<file path="src/rtl/multicycle_controller.sv">
// Multi-cycle main control unit for the RV32 core.
// A Moore-style FSM walks each instruction through FETCH/DECODE/EXEC/MEM/WB.
// Memory waits are bounded by a timeout that traps to FAULT, illegal opcodes
// also trap to FAULT, and every retired instruction bumps a wrapping counter.
//
//   state  | meaning
//   -------+-----------------------------------------------------------
//   IDLE   | first cycle after reset, heads straight to FETCH
//   FETCH  | instruction read; IR and PC load once mem_ready arrives
//   DECODE | opcode captured into opc_q and checked for legality
//   EXEC   | ALU phase; branches retire here
//   MEM    | data read (LW) or write (SW), held until mem_ready
//   WB     | register file write from the ALU or from memory
//   FAULT  | sticky error, left only through reset
module multicycle_controller #(
  parameter int TIMEOUT = 16,
  parameter int CNT_W   = 32
) (
  input  logic             clk,
  input  logic             reset,
  input  logic [6:0]       Opcode,
  input  logic             mem_ready,
  output logic             ALUSrc,
  output logic             MemtoReg,
  output logic             RegWrite,
  output logic             MemRead,
  output logic             MemWrite,
  output logic [1:0]       ALUOp,
  output logic             Branch,
  output logic             IRWrite,
  output logic             PCWrite,
  output logic             Fault,
  output logic [2:0]       state_o,
  output logic [CNT_W-1:0] instr_count
);

  typedef enum logic [2:0] {
    S_IDLE   = 3'd0,
    S_FETCH  = 3'd1,
    S_DECODE = 3'd2,
    S_EXEC   = 3'd3,
    S_MEM    = 3'd4,
    S_WB     = 3'd5,
    S_FAULT  = 3'd7
  } state_t;

  localparam logic [6:0] OP_R  = 7'b0110011;
  localparam logic [6:0] OP_I  = 7'b0010011;
  localparam logic [6:0] OP_LW = 7'b0000011;
  localparam logic [6:0] OP_SW = 7'b0100011;
  localparam logic [6:0] OP_BR = 7'b1100011;

  // A zero TIMEOUT still needs a one-bit counter so the declaration stays legal.
  localparam int              WAIT_W    = (TIMEOUT > 0) ? $clog2(TIMEOUT + 1) : 1;
  localparam logic [WAIT_W-1:0] WAIT_LAST = WAIT_W'((TIMEOUT > 0) ? (TIMEOUT - 1) : 0);

  state_t             state_q, state_d;
  logic [6:0]         opc_q, opc_d;
  logic [WAIT_W-1:0]  wait_q, wait_d;
  logic [CNT_W-1:0]   cnt_q, cnt_d;
  logic               retire;
  logic               timeout_hit;
  logic               opc_legal;

  // Opcode legality check for the value currently presented in DECODE.
  always_comb begin
    opc_legal = (Opcode == OP_R)  || (Opcode == OP_I) || (Opcode == OP_LW) ||
                (Opcode == OP_SW) || (Opcode == OP_BR);
  end

  // The last permitted low cycle of a memory wait; a ready in the same cycle wins.
  always_comb begin
    timeout_hit = (TIMEOUT > 0) && !mem_ready && (wait_q == WAIT_LAST);
  end

  // Next-state, wait counter and retire logic. wait_d defaults to zero, which
  // clears it on entry to FETCH/MEM and on every ready cycle.
  always_comb begin
    state_d = state_q;
    opc_d   = opc_q;
    wait_d  = '0;
    retire  = 1'b0;
    case (state_q)
      S_IDLE: state_d = S_FETCH;
      S_FETCH: begin
        if (mem_ready) begin
          state_d = S_DECODE;
        end else if (timeout_hit) begin
          state_d = S_FAULT;
        end else begin
          wait_d = (TIMEOUT > 0) ? wait_q + 1'b1 : '0;
        end
      end
      S_DECODE: begin
        opc_d   = Opcode;
        state_d = opc_legal ? S_EXEC : S_FAULT;
      end
      S_EXEC: begin
        case (opc_q)
          OP_LW, OP_SW: state_d = S_MEM;
          OP_R, OP_I:   state_d = S_WB;
          OP_BR: begin
            state_d = S_FETCH;
            retire  = 1'b1;
          end
          default:      state_d = S_FAULT;
        endcase
      end
      S_MEM: begin
        if (mem_ready) begin
          if (opc_q == OP_LW) begin
            state_d = S_WB;
          end else begin
            state_d = S_FETCH;
            retire  = 1'b1;
          end
        end else if (timeout_hit) begin
          state_d = S_FAULT;
        end else begin
          wait_d = (TIMEOUT > 0) ? wait_q + 1'b1 : '0;
        end
      end
      S_WB: begin
        state_d = S_FETCH;
        retire  = 1'b1;
      end
      S_FAULT: state_d = S_FAULT;
      default: state_d = S_FAULT;
    endcase
    cnt_d = retire ? cnt_q + 1'b1 : cnt_q;
  end

  // State, captured opcode, wait counter and retire counter registers.
  always_ff @(posedge clk or posedge reset) begin
    if (reset) begin
      state_q <= S_IDLE;
      opc_q   <= '0;
      wait_q  <= '0;
      cnt_q   <= '0;
    end else begin
      state_q <= state_d;
      opc_q   <= opc_d;
      wait_q  <= wait_d;
      cnt_q   <= cnt_d;
    end
  end

  // Control decode from state and opc_q; only IRWrite/PCWrite look at mem_ready.
  always_comb begin
    ALUSrc   = 1'b0;
    MemtoReg = 1'b0;
    RegWrite = 1'b0;
    MemRead  = 1'b0;
    MemWrite = 1'b0;
    ALUOp    = 2'b00;
    Branch   = 1'b0;
    IRWrite  = 1'b0;
    PCWrite  = 1'b0;
    Fault    = 1'b0;
    case (state_q)
      S_FETCH: begin
        MemRead = 1'b1;
        IRWrite = mem_ready;
        PCWrite = mem_ready;
      end
      S_EXEC: begin
        ALUSrc = (opc_q == OP_LW) || (opc_q == OP_SW) || (opc_q == OP_I);
        Branch = (opc_q == OP_BR);
        if ((opc_q == OP_R) || (opc_q == OP_I)) begin
          ALUOp = 2'b10;
        end else if (opc_q == OP_BR) begin
          ALUOp = 2'b01;
        end
      end
      S_MEM: begin
        ALUSrc   = 1'b1;
        MemRead  = (opc_q == OP_LW);
        MemWrite = (opc_q == OP_SW);
      end
      S_WB: begin
        RegWrite = 1'b1;
        MemtoReg = (opc_q == OP_LW);
      end
      S_FAULT: Fault = 1'b1;
      default: ;
    endcase
  end

  assign state_o     = state_q;
  assign instr_count = cnt_q;

endmodule

</file>
<file path="config.mk">
export PLATFORM = sky130hd
export DESIGN_NAME = multicycle_controller
export DESIGN_NICKNAME = d
export VERILOG_FILES = /design/src/rtl/multicycle_controller.sv
export SDC_FILE = /design/constraint.sdc
export NUM_CORES = 1
export LEC_CHECK = 0
export ABC_CLOCK_PERIOD_IN_PS = 1900
export CAP_MARGIN = 40
export CORE_AREA = 2 2 77 79
export CTS_CLUSTER_SIZE = 24
export DETAILED_ROUTE_END_ITERATION = 16
export DIE_AREA = 0 0 79 81
export GPL_ROUTABILITY_DRIVEN = 0
export HOLD_SLACK_MARGIN = 0.15
export PLACE_DENSITY = 0.74
export SKIP_LAST_GASP = 1
export SLEW_MARGIN = 30
export SYNTH_ARGS = -nofsm -noshare
export SYNTH_HDL_FRONTEND = slang
export SYNTH_SLANG_ARGS = --single-unit
</file>
<file path="constraint.sdc">
create_clock -name clk -period 1.9 [get_ports clk]
set_input_delay 0.475 -clock clk [delete_from_list [all_inputs] [get_ports clk]]
set_output_delay 0.475 -clock clk [all_outputs]
set_load 0.05 [all_outputs]
</file>
Word-level counts from Yosys, hierarchy flattened. Cells that the tools add are included.

Register bits: 47. Logic and storage cells: 62. Bits of input ports: 10.

Muxes and demuxes: 25. Eq/ne operators: 17. Add/subtract/negate cells: 2. Reduce and logical (&&, ||, !) cells: 14.

Operator list (number): adder 32 x 1 -> 32 bit (second input constant) (1); equality test 7 x 6 -> 1 bit (second input constant) (4); 2-to-1 mux 3 bit (5); 2-to-1 mux 5 bit (3); one-hot mux 3 bit (5 select lines) (1); equality test 7 x 2 -> 1 bit (second input constant) (2); equality test 7 x 5 -> 1 bit (second input constant) (2); equality test 7 bit (second input constant) (2); 2-to-1 mux 1 bit (10); equality test 3 bit (second input constant) (3); one-hot mux 3 bit (3 select lines) (1); OR reduction 2 bit (4); logical OR 1 bit (7); equality test 3 x 2 -> 1 bit (second input constant) (2); adder 5 x 1 -> 5 bit (second input constant) (1); equality test 5 x 4 -> 1 bit (second input constant) (1); 2-to-1 mux 2 bit (2); one-hot mux 1 bit (2 select lines) (2); equality test 3 x 1 -> 1 bit (second input constant) (1); zero test 3 bit (1); one-hot mux 1 bit (3 select lines) (1); logical AND 1 bit (1); zero test 1 bit (1).

Longest topological paths before layout. Gate-level depths: netlist (run 1).

Word-level depth: 7. Depth in mapped cells: 8. Mapped depth without buffers: 5.

Worst setup path before layout (run 1). No wires, ideal clock.

Path kind: reg-to-reg. Start point: reg state_q[1], in the netlist state_o[1]. End point: reg cnt_q[1], in the netlist instr_count[1]. Cell stages (with the launch flop): 6. Period minus slack after synthesis: 3.358 ns. Arrival: 3.233 ns. Data required time: 1.775 ns. Library setup time: 0.125 ns. Slack: -1.458 ns. Cell sequence: dfrtp_1 buf_2 inv_1 nor4_1 or2_1 mux2_2.

Longest elaborated chain between the ends: 2. Elaborated cells between the ends (all ways): 4. Classes of those cells: eq/ne: 3; mux: 1.

RTL lines: from (decl) (line 57) `state_t state_q, state_d;`; from (signal assigned) (line 141) `state_q <= state_d;`; equality test 3 bit or equality test 3 x 2 -> 1 bit (tied branches) (line 83) `case (state_q)`; one-hot mux 1 bit (3 select lines) (*) (line 83); to (signal assigned) (line 144) `cnt_q <= cnt_d;`; to (decl) (line 60) `logic [CNT_W-1:0] cnt_q, cnt_d;`.

Mark *: on every way between the ends. The rest lies on a longest branch, timed or not. A chain may end at the register's enable or synchronous reset.

Final worst setup path (run 1).
Start point: reg opc_q[2]. End point: out MemRead.

Longest elaborated chain between the ends: 2.

RTL lines: from (decl) (line 58) `logic [6:0] opc_q, opc_d;`; from (signal assigned) (line 142) `opc_q <= opc_d;`; equality test 7 x 2 -> 1 bit (line 177) `MemRead = (opc_q == OP_LW);`; one-hot mux 1 bit (2 select lines) (line 160) `case (state_q)`; to (decl) (line 26) `output logic MemRead,`.

Every way passes these cells.

==> impl_metrics.json, run 1 <==
{
  "slowest_stage": "dfrtp_1",
  "seq_area_frac_synth_pct": 48.8,
  "core_mm2": 0.00568,
  "async_flop_share_pct": 100,
  "antenna_found_initial": 0,
  "cts_buffers": 5,
  "area_growth_pct": 64.0,
  "clock-sinks": 47,
  "crit_arrival_ns": 1.74,
  "nets": 340,
  "path_delay_family": "simple AND/OR/NAND/NOR gates",
  "wl_per_cell_um": 16.8,
  "worst_setup_path_end_kind": "primary output",
  "ioPinCount": 56,
  "drt_iter0_drc": 140,
  "cp_data_required_time_ns": 1.42,
  "switching_power_mw": 1.62,
  "pwr-share-seq_pct": 32.1,
  "place_hpwl_um": 4360,
  "dieHeight_um": 81,
  "synth_edf_count": 0,
  "syn_nets": 243,
  "power_mw": 4.03,
  "via_per_inst": 5.52,
  "worstMarginPinSlew_ns": 0.571,
  "cts_max_path_buffers": 2,
  "synth-seq-cells": 47,
  "max_cap_violations": 0,
  "p_int_mw": 2.41,
  "maxSlewViolCount": 0,
  "power_switching_share_pct": 40.3,
  "wirelength_um": 6770,
  "whs_ns": 0.478,
  "rsz0062_at_grt": "yes",
  "htreeDepth": 2,
  "final_cell_mix": "buf_4, dfrtp_1, nand4_1, nand2_1, xor2_1",
  "clkTransAtPathRegs_ns": 0.08,
  "detail_route.drc_violations": 0,
  "layout_commonest_cell": "buf_4",
  "dp_slack_ns": -0.415,
  "setup_slack_ns": -0.314,
  "start_kind": "flip-flop",
  "gr-total-overflow": 0,
  "ant_nets": 0,
  "p_per_area_mw_per_mm2": 1020,
  "final_hold_viol_count": 0,
  "outcome": "finished, violations left",
  "crit_path_cell_trace": "nand4bb_4 -> nor4_2 -> buf_4 -> a21oi_2 -> nor2_2 -> clkbuf_16",
  "criticalPathCategory": "flip-flop to primary output",
  "utilization_pct": 69.6,
  "syn_area_mm2": 0.00241,
  "diodes": 0,
  "grt_pass1_wl_um": 10100,
  "min_path_type": "flip-flop to flip-flop",
  "fmax_mhz": 452,
  "die_w_um": 79,
  "place.port_buffers": 55,
  "critPathMaxStageDelay_ns": 0.39,
  "timing.critical_path.buf_inv": 2,
  "die-area_mm2": 0.00640,
  "setup_viol": 12,
  "violations": "negative setup slack",
  "drive_gt1_share_pct": 50.8,
  "ys_types": 43,
  "grt_pass1_vias": 2096,
  "skew_ns": 0.00744,
  "synth-warning-count": 0,
  "root_buffer": "clkbuf_8",
  "power_frac_comb_pct": 46.2,
  "initial_core_util_pct": 42.5,
  "synthCells": 231,
  "path_max_fanout": 3,
  "synth_top_flop_cell": "dfrtp_1",
  "synth.avg_cell_area_um2": 10.4,
  "rows": 28,
  "pwr-share-clk_pct": 21.7,
  "worstSkewPairLatency_ns": 0.31,
  "cts_tree": "yes",
  "vias": 2229,
  "peakVddDrop_mv": 0.867,
  "p_leak_nw": 1.63,
  "max_slew_margin_pct": 61.8,
  "min_period_over_period_pct": 117,
  "post-route-min-period_ns": 2.21,
  "grt_usage_pct": 20.0,
  "drtPass1Iterations": 5,
  "grt_max_degree": 48,
  "finalSetupTns_ns": -1.71
}
-- routing by layer --
metal / up-vias / global-route usage, % / share of wire [%] / routed length (um)
li1: 1019 / - / - / -
met1: 1117 / 26.0 / 40 / 2730
met2: 75 / 34.6 / 53 / 3560
met3: 18 / 2.78 / 4.8 / 324
met4: 0 / 6.90 / 2.4 / 161
met5: - / 0 / 0 / 0
-- final timing paths --
path	from	to	slack, ns	depth (start not counted)
max	opc_q[2]	MemRead	-0.31	6
min in group asynchronous	reset	instr_count[30]	0.51	3
max in group asynchronous	reset	state_o[0]	1.14	3
max reg2reg	opc_q[1]	instr_count[22]	-0.09	6
min	wait_q[0]	wait_q[0]	0.48	1
min reg2reg	wait_q[0]	wait_q[0]	0.48	1
-- registers in the layout (all words and copies together), names as in the netlist --
signal       cells
instr_count     32
state_o          3
wait_q           5
opc_q            7
-- synthesized netlist by cell type, types with 2 or more instances --
master / n / area [um2]
buf_4: 2 / 15.0
clkbuf_1: 2 / 7.51
a21oi_1: 6 / 30.0
nand3b_1: 2 / 15.0
nand3_1: 10 / 50.1
o21ai_0: 4 / 20.0
dfrtp_1: 47 / 1180
mux2_2: 8 / 90.1
nand2_1: 17 / 63.8
inv_1: 5 / 18.8
xnor2_1: 16 / 140
buf_2: 4 / 20.0
nor2_1: 16 / 60.1
and3_1: 8 / 50.1
xor2_1: 16 / 140
nor3_1: 17 / 85.1
nand4_1: 17 / 106
nor4_1: 7 / 43.8
ha_1: 2 / 25.0
nand2b_1: 2 / 12.5
-- kinds of logic after synthesis --
group	synth area share (%)
AND/OR/NAND/NOR	25.9
flip-flops	48.8
XOR/XNOR	12.3
AO/OA/AOI/OAI	5.19
buffers and inverters	3.01
multiplexers	3.74
adder cells (fa/ha/maj)	1.04
-- through the flow --
stage / instance area, um2 / cells
2_1_floorplan: 2550 / 231
3_3_place_gp: 3390 / 377
3_5_place_dp: 3390 / 377
4_1_cts: 3670 / 394
5_1_grt: 3950 / 404
6_report: 3950 / 404
-- timing repair --
action / CTS / global route
resized for setup: 18 / 41
setup buffers: 9 / 10
hold buffers: 0 / 0
cloned: 0 / 1
endpoints found under the setup margin: 14 / 39
pin swaps: 9 / 30
-- power groups by stage --
stage / clock network (mW) / logic, mW / registers (mW)
6_report: 0.877 / 1.86 / 1.29
5_1_grt: 0.919 / 1.96 / 1.31
4_1_cts: 0.876 / 1.66 / 1.26
3_5_place_dp: 0 / 1.54 / 1.30
3_3_place_gp: 0 / 1.51 / 1.29
2_1_floorplan: 0 / 0.654 / 1.59
-- area by class of cell --
class | instances | area (um2)
fillers | 395 | 1720
multi-input cells | 170 | 1500
flip-flops and latches | 47 | 1190
repair buffers | 99 | 1000
well taps | 75 | 93.8
clock buffers | 5 | 68.8
clock inverters | 3 | 67.6
inverters | 5 | 22.5
Note: power is estimated with default switching activity, not from simulation.
==> run 2, diff against run 1 <==
--- a/config.mk
+++ b/config.mk
@@ -19,3 +19,4 @@
 export SYNTH_ARGS = -nofsm -noshare
 export SYNTH_HDL_FRONTEND = slang
 export SYNTH_SLANG_ARGS = --single-unit
+export TNS_END_PERCENT = 1
==> constraint.sdc (replaced) <==
create_clock -name clk -period 1.9 [get_ports clk]
set_input_delay 0.475 -clock clk [delete_from_list [all_inputs] [get_ports clk]]
set_output_delay 0.475 -clock clk [all_outputs]
set_load 0.1 [all_outputs]
==> run 2 against run 1 <==
Against the previous run:
- highest routed layer unchanged
- via count down 4.9%
- utilization is 0.95 points higher
- critical endpoint is now ALUSrc
- largest cell class is now buffers
- the flow still finishes with violations (negative setup slack)
- global-route usage grew 0.72 points
==> impl_metrics.json, run 2 (synthesis results as in run 1) <==
{
  "post-route-min-period_ns": 2.16,
  "cp_data_required_time_ns": 1.42,
  "dieHeight_um": 81,
  "worstMarginPinSlew_ns": 0.494,
  "ioPinCount": 56,
  "place.port_buffers": 55,
  "power_frac_comb_pct": 54.2,
  "via_per_inst": 5.26,
  "fillers": 386,
  "layout_commonest_cell": "buf_12",
  "core_mm2": 0.00568,
  "worst_setup_path_end_kind": "primary output",
  "drt_iter0_drc": 97,
  "place_hpwl_um": 4580,
  "diodes": 0,
  "switching_power_mw": 1.90,
  "wl_met3_um": 252,
  "cts_buffers": 5,
  "worstSkewPairLatency_ns": 0.30,
  "crit_path_cell_trace": "and4bb_4 -> nand3_4 -> a211o_1 -> o21ai_2 -> buf_12",
  "max_slew_margin_pct": 66.7,
  "whs_ns": 0.467,
  "max_cap_violations": 0,
  "multi_input_area_mm2": 0.00123,
  "final_cell_mix": "buf_12, dfrtp_1, buf_4, nand2_1, nand4_1",
  "wl_met2_um": 3160,
  "drive_gt1_share_pct": 39.0,
  "critPathMaxStageDelay_ns": 0.39,
  "min_path_type": "input pin to asynchronous set/reset pin",
  "skew_ns": 0.0123,
  "rrSetupSlack_ns": -0.15,
  "fmax_mhz": 462,
  "pwr-share-seq_pct": 28.3,
  "root_buffer": "clkbuf_8",
  "detail_route.drc_violations": 0,
  "p_leak_nw": 1.64,
  "die-area_mm2": 0.00640,
  "setup_slack_ns": -0.265,
  "rows": 28,
  "path_max_fanout": 3,
  "htreeDepth": 2,
  "gr-total-overflow": 0,
  "grt_pass1_wl_um": 10500,
  "timing.critical_path.buf_inv": 1,
  "p_int_mw": 2.44,
  "path_delay_family": "simple AND/OR/NAND/NOR gates",
  "placed_cells": 392,
  "area_growth_pct": 66.3,
  "initial_core_util_pct": 42.5,
  "rsz0062_at_grt": "yes",
  "grt_pass1_vias": 2172,
  "highest_layer": "met4",
  "violations": "negative setup slack",
  "vias": 2120,
  "finalNonFillerCells": 403,
  "ant_nets": 0,
  "wl_met1_um": 2590,
  "p_per_area_mw_per_mm2": 1080,
  "pwr-share-clk_pct": 17.5,
  "antenna_found_initial": 0,
  "wl_per_cell_um": 15.0,
  "slowest_stage": "dfrtp_1",
  "crit_arrival_ns": 1.69,
  "clkTransAtPathRegs_ns": 0.08,
  "die_w_um": 79,
  "r2r-start": "opc_q[2]",
  "wirelength_um": 6060,
  "criticalPathCategory": "flip-flop to primary output",
  "grt_max_degree": 33,
  "min_period_over_period_pct": 114,
  "outcome": "finished, violations left",
  "clock-sinks": 47,
  "cts_max_path_buffers": 2,
  "cts_tree": "yes",
  "drtPass1Iterations": 4,
  "cp-startpoint": "opc_q[3]",
  "maxSlewViolCount": 0,
  "largest_reg_flops": 32,
  "seq_area_mm2": 0.00119,
  "grt_usage_pct": 20.7,
  "final_hold_viol_count": 0,
  "setup_viol": 26,
  "power_switching_share_pct": 43.8,
  "start_kind": "flip-flop",
  "peakVddDrop_mv": 1.16,
  "nets": 339,
  "power_mw": 4.34
}
==> run 2: metrics by stage <==
step | util (%) | TNS (ns) | worst slack [ns] | cell area [um2]
final | 70.6 | -3.13 | -0.265 | 4010
after global routing | 70.6 | -5.39 | -0.355 | 4010
after CTS | 70.5 | -2.83 | -0.273 | 4000
after detailed placement | 67.9 | -9.05 | -0.470 | 3850
after global placement | 67.9 | -6.99 | -0.392 | 3850
after floorplan | - | -18.29 | -0.896 | 2480
==> run 2: path summary, 6_finish.rpt <==
check / endpoint / depth (start not counted)
worst max-delay path: ALUSrc / 5
max in group asynchronous: instr_count[30] / 3
worst max register to register: instr_count[1] / 7
min in group clk: wait_q[0] / 1
worst min register to register: wait_q[0] / 1
worst min-delay path: wait_q[2] / 2
==> run 2: layout make-up <==
class	count	share of cell area, %
Clock inverter	2	0.874
Sequential cell	47	29.6
Timing Repair Buffer	98	33.9
Tap cell	75	2.34
Multi-Input combinational cell	170	30.7
Inverter	5	0.468
Clock buffer	6	2.06
==> run 2: what timing repair did <==
item | in CTS | in global routing
resized for setup | 3 | 0
hold buffers | 0 | 0
pin swaps | 5 | 1
setup buffers | 2 | 1
setup endpoints to repair | 21 | 34
==> run 2: metal layers <==
metal	GRT usage, %	vias to the layer above
li1	-	1019
met1	27.3	1037
met2	35.3	58
met3	3.56	6
met4	6.38	0
met5	0	-
==> run 2: power groups by stage <==
stage / clock, mW / sequential [mW] / combinational (mW)
floorplan: 0 / 1.92 / 0.725
global placement: 0 / 1.24 / 2.31
detailed placement: 0 / 1.24 / 2.35
CTS: 0.772 / 1.23 / 2.37
global route: 0.805 / 1.24 / 2.46
finish: 0.758 / 1.23 / 2.35
==> run 3, diff against run 2 <==
--- a/config.mk
+++ b/config.mk
@@ -7,13 +7,14 @@
 export LEC_CHECK = 0
 export ABC_CLOCK_PERIOD_IN_PS = 1900
 export CAP_MARGIN = 40
-export CORE_AREA = 2 2 77 79
+export CORE_AREA = 2 2 69 71
 export CTS_CLUSTER_SIZE = 24
 export DETAILED_ROUTE_END_ITERATION = 16
-export DIE_AREA = 0 0 79 81
+export DIE_AREA = 0 0 71 73
+export DONT_BUFFER_PORTS = 1
 export GPL_ROUTABILITY_DRIVEN = 0
 export HOLD_SLACK_MARGIN = 0.15
-export PLACE_DENSITY = 0.74
+export PLACE_DENSITY = 0.73
 export SKIP_LAST_GASP = 1
 export SLEW_MARGIN = 30
 export SYNTH_ARGS = -nofsm -noshare
==> run 3 against run 2 <==
Against the previous run:
- the flow still finishes with violations (negative setup slack)
- critical path type unchanged
- die area shrank 19%
- utilization up 2.4 points
- critical endpoint is now ALUOp[1]
- hold slack lost 0.14 ns
- largest cell class is now multi-input gates
- clock-buffer cell count is the same
- sequential power about the same
- clock skew grew 0.0031 ns
- total power fell by 13%
- combinational power is 20% lower
- critical path depth unchanged
- sequential cell count is the same
- design area shrank 17%
==> impl_metrics.json, run 3 (synthesis results as in run 1) <==
{
  "drive_gt1_share_pct": 36.7,
  "criticalPathCategory": "flip-flop to primary output",
  "final_cell_mix": "buf_4, dfrtp_1, nand2_1, nand4_1",
  "power_frac_comb_pct": 49.9,
  "grt_pass1_vias": 2100,
  "outcome": "finished, violations left",
  "timing.critical_path.buf_inv": 2,
  "rsz0062_at_grt": "yes",
  "die_w_um": 71,
  "gr-total-overflow": 0,
  "p_int_mw": 1.94,
  "wl_per_cell_um": 16.6,
  "start_kind": "flip-flop",
  "core_mm2": 0.00454,
  "worstMarginPinSlew_ns": 0.609,
  "r2r_cells": 7,
  "fillers": 310,
  "cp_data_required_time_ns": 1.42,
  "final_area_mm2": 0.00331,
  "via_per_inst": 5.80,
  "rrSetupSlack_ns": -0.19,
  "power_switching_share_pct": 48.7,
  "die-area_mm2": 0.00518,
  "rows": 25,
  "max_slew_margin_pct": 59.3,
  "grt_max_degree": 29,
  "root_buffer": "clkbuf_8",
  "grt_pass1_wl_um": 9870,
  "clkTransAtPathRegs_ns": 0.09,
  "critPathMaxStageDelay_ns": 0.39,
  "area_growth_pct": 37.4,
  "place_hpwl_um": 4360,
  "ant_nets": 0,
  "crit_arrival_ns": 1.70,
  "p_leak_nw": 1.36,
  "p_per_area_mw_per_mm2": 1140,
  "antenna_found_initial": 0,
  "pwr-share-seq_pct": 33.2,
  "power_mw": 3.78,
  "violations": "negative setup slack",
  "drt_iter0_drc": 156,
  "maxSlewViolCount": 0,
  "ioPinCount": 56,
  "cts_max_path_buffers": 2,
  "max_cap_violations": 0,
  "detail_route.drc_violations": 0,
  "cp-startpoint": "opc_q[2]",
  "switching_power_mw": 1.84,
  "vias": 2082,
  "fmax_mhz": 459,
  "hold_depth": 1,
  "cts_tree": "yes",
  "hp-start": "Opcode[4]",
  "path_delay_family": "simple AND/OR/NAND/NOR gates",
  "clock-sinks": 47,
  "peakVddDrop_mv": 1.22,
  "setup_slack_ns": -0.280,
  "cts_buffers": 5,
  "path_max_fanout": 4,
  "slowest_stage": "dfrtp_1",
  "dieHeight_um": 73,
  "grt_usage_pct": 24.2,
  "dp_slack_ns": -0.0386,
  "drtPass1Iterations": 4,
  "initial_core_util_pct": 53.1,
  "setup_viol": 34,
  "place.port_buffers": 0,
  "wirelength_um": 5970,
  "post-route-min-period_ns": 2.18,
  "min_period_over_period_pct": 115,
  "reg2reg_to": "instr_count[22]",
  "final_hold_viol_count": 0,
  "dpl-instance-area_mm2": 0.00315,
  "worstSkewPairLatency_ns": 0.31,
  "crit_path_cell_trace": "and4bb_4 -> nand3_4 -> buf_6 -> nor3b_4 -> buf_12",
  "nets": 316,
  "layout_commonest_cell": "buf_4",
  "worst_setup_path_end_kind": "primary output",
  "hold_path_end": "opc_q[4]",
  "whs_ns": 0.328,
  "diodes": 0,
  "min_path_type": "input pin to flip-flop",
  "r2r-start": "opc_q[2]",
  "largest_reg_flops": 32,
  "skew_ns": 0.0154,
  "htreeDepth": 2,
  "pwr-share-clk_pct": 16.9
}
## run 3: per-stage QoR
step                util, %  setup TNS, ns  instances
floorplan                 -         -18.29        231
global placement       69.4              0        345
detailed placement     69.4        -0.0481        345
finish                 73.0          -3.91        359
global route           73.0          -6.42        359
CTS                    72.7          -2.87        357
## run 3: repair_timing
item | CTS | global route
gates resized for setup | 4 | 0
hold endpoints to repair | 27 | 0
hold buffers | 1 | 0
setup buffers | 3 | 2
setup endpoints to repair | 12 | 36
pin swaps | 5 | 2
gates cloned | 0 | 0
## run 3: cell type report
cell class / count / area (um2) / share of cell area [%]
multi-input combinational: 170 / 1230 / 37.2
sequential: 47 / 1180 / 35.8
timing repair buffer: 75 / 711 / 21.5
clock buffer: 6 / 82.6 / 2.49
tap: 54 / 67.6 / 2.04
inverter: 5 / 18.8 / 0.567
clock inverter: 2 / 16.3 / 0.491
## run 3: worst register-to-register path: stages, from the launching register on
cell	delay, ns
dfrtp_1	0.39
and4bb_4	0.37
nand3_4	0.09
buf_4	0.14
buf_4	0.12
o2bb2a_4	0.22
or4b_4	0.49
xnor2_2	0.15
## run 3: worst max-delay path by stage
stage,slack (ns),end,depth (start not counted)
final,-0.28,ALUOp[1],5
after global routing,-0.34,ALUOp[1],5
after CTS,-0.27,ALUOp[1],5
after detailed placement,-0.04,ALUOp[1],5
after global placement,0.02,ALUOp[1],5
after floorplan,-0.90,instr_count[1],5
## run 3: power groups by stage
stage	clock, mW	combinational [mW]	sequential, mW
CTS	0.660	1.89	1.26
global route	0.695	1.97	1.28
floorplan	0	0.725	1.92
finish	0.638	1.89	1.26
global placement	0	1.85	1.26
detailed placement	0	1.88	1.27
## run 3: metal layers
layer / wire length [um] / track usage [%] / vias to the layer above
li1: - / - / 977
met4: 106 / 9.01 / 0
met1: 2530 / 30.6 / 1041
met3: 293 / 5.80 / 13
met2: 3040 / 40.6 / 51
met5: 0 / 0 / -
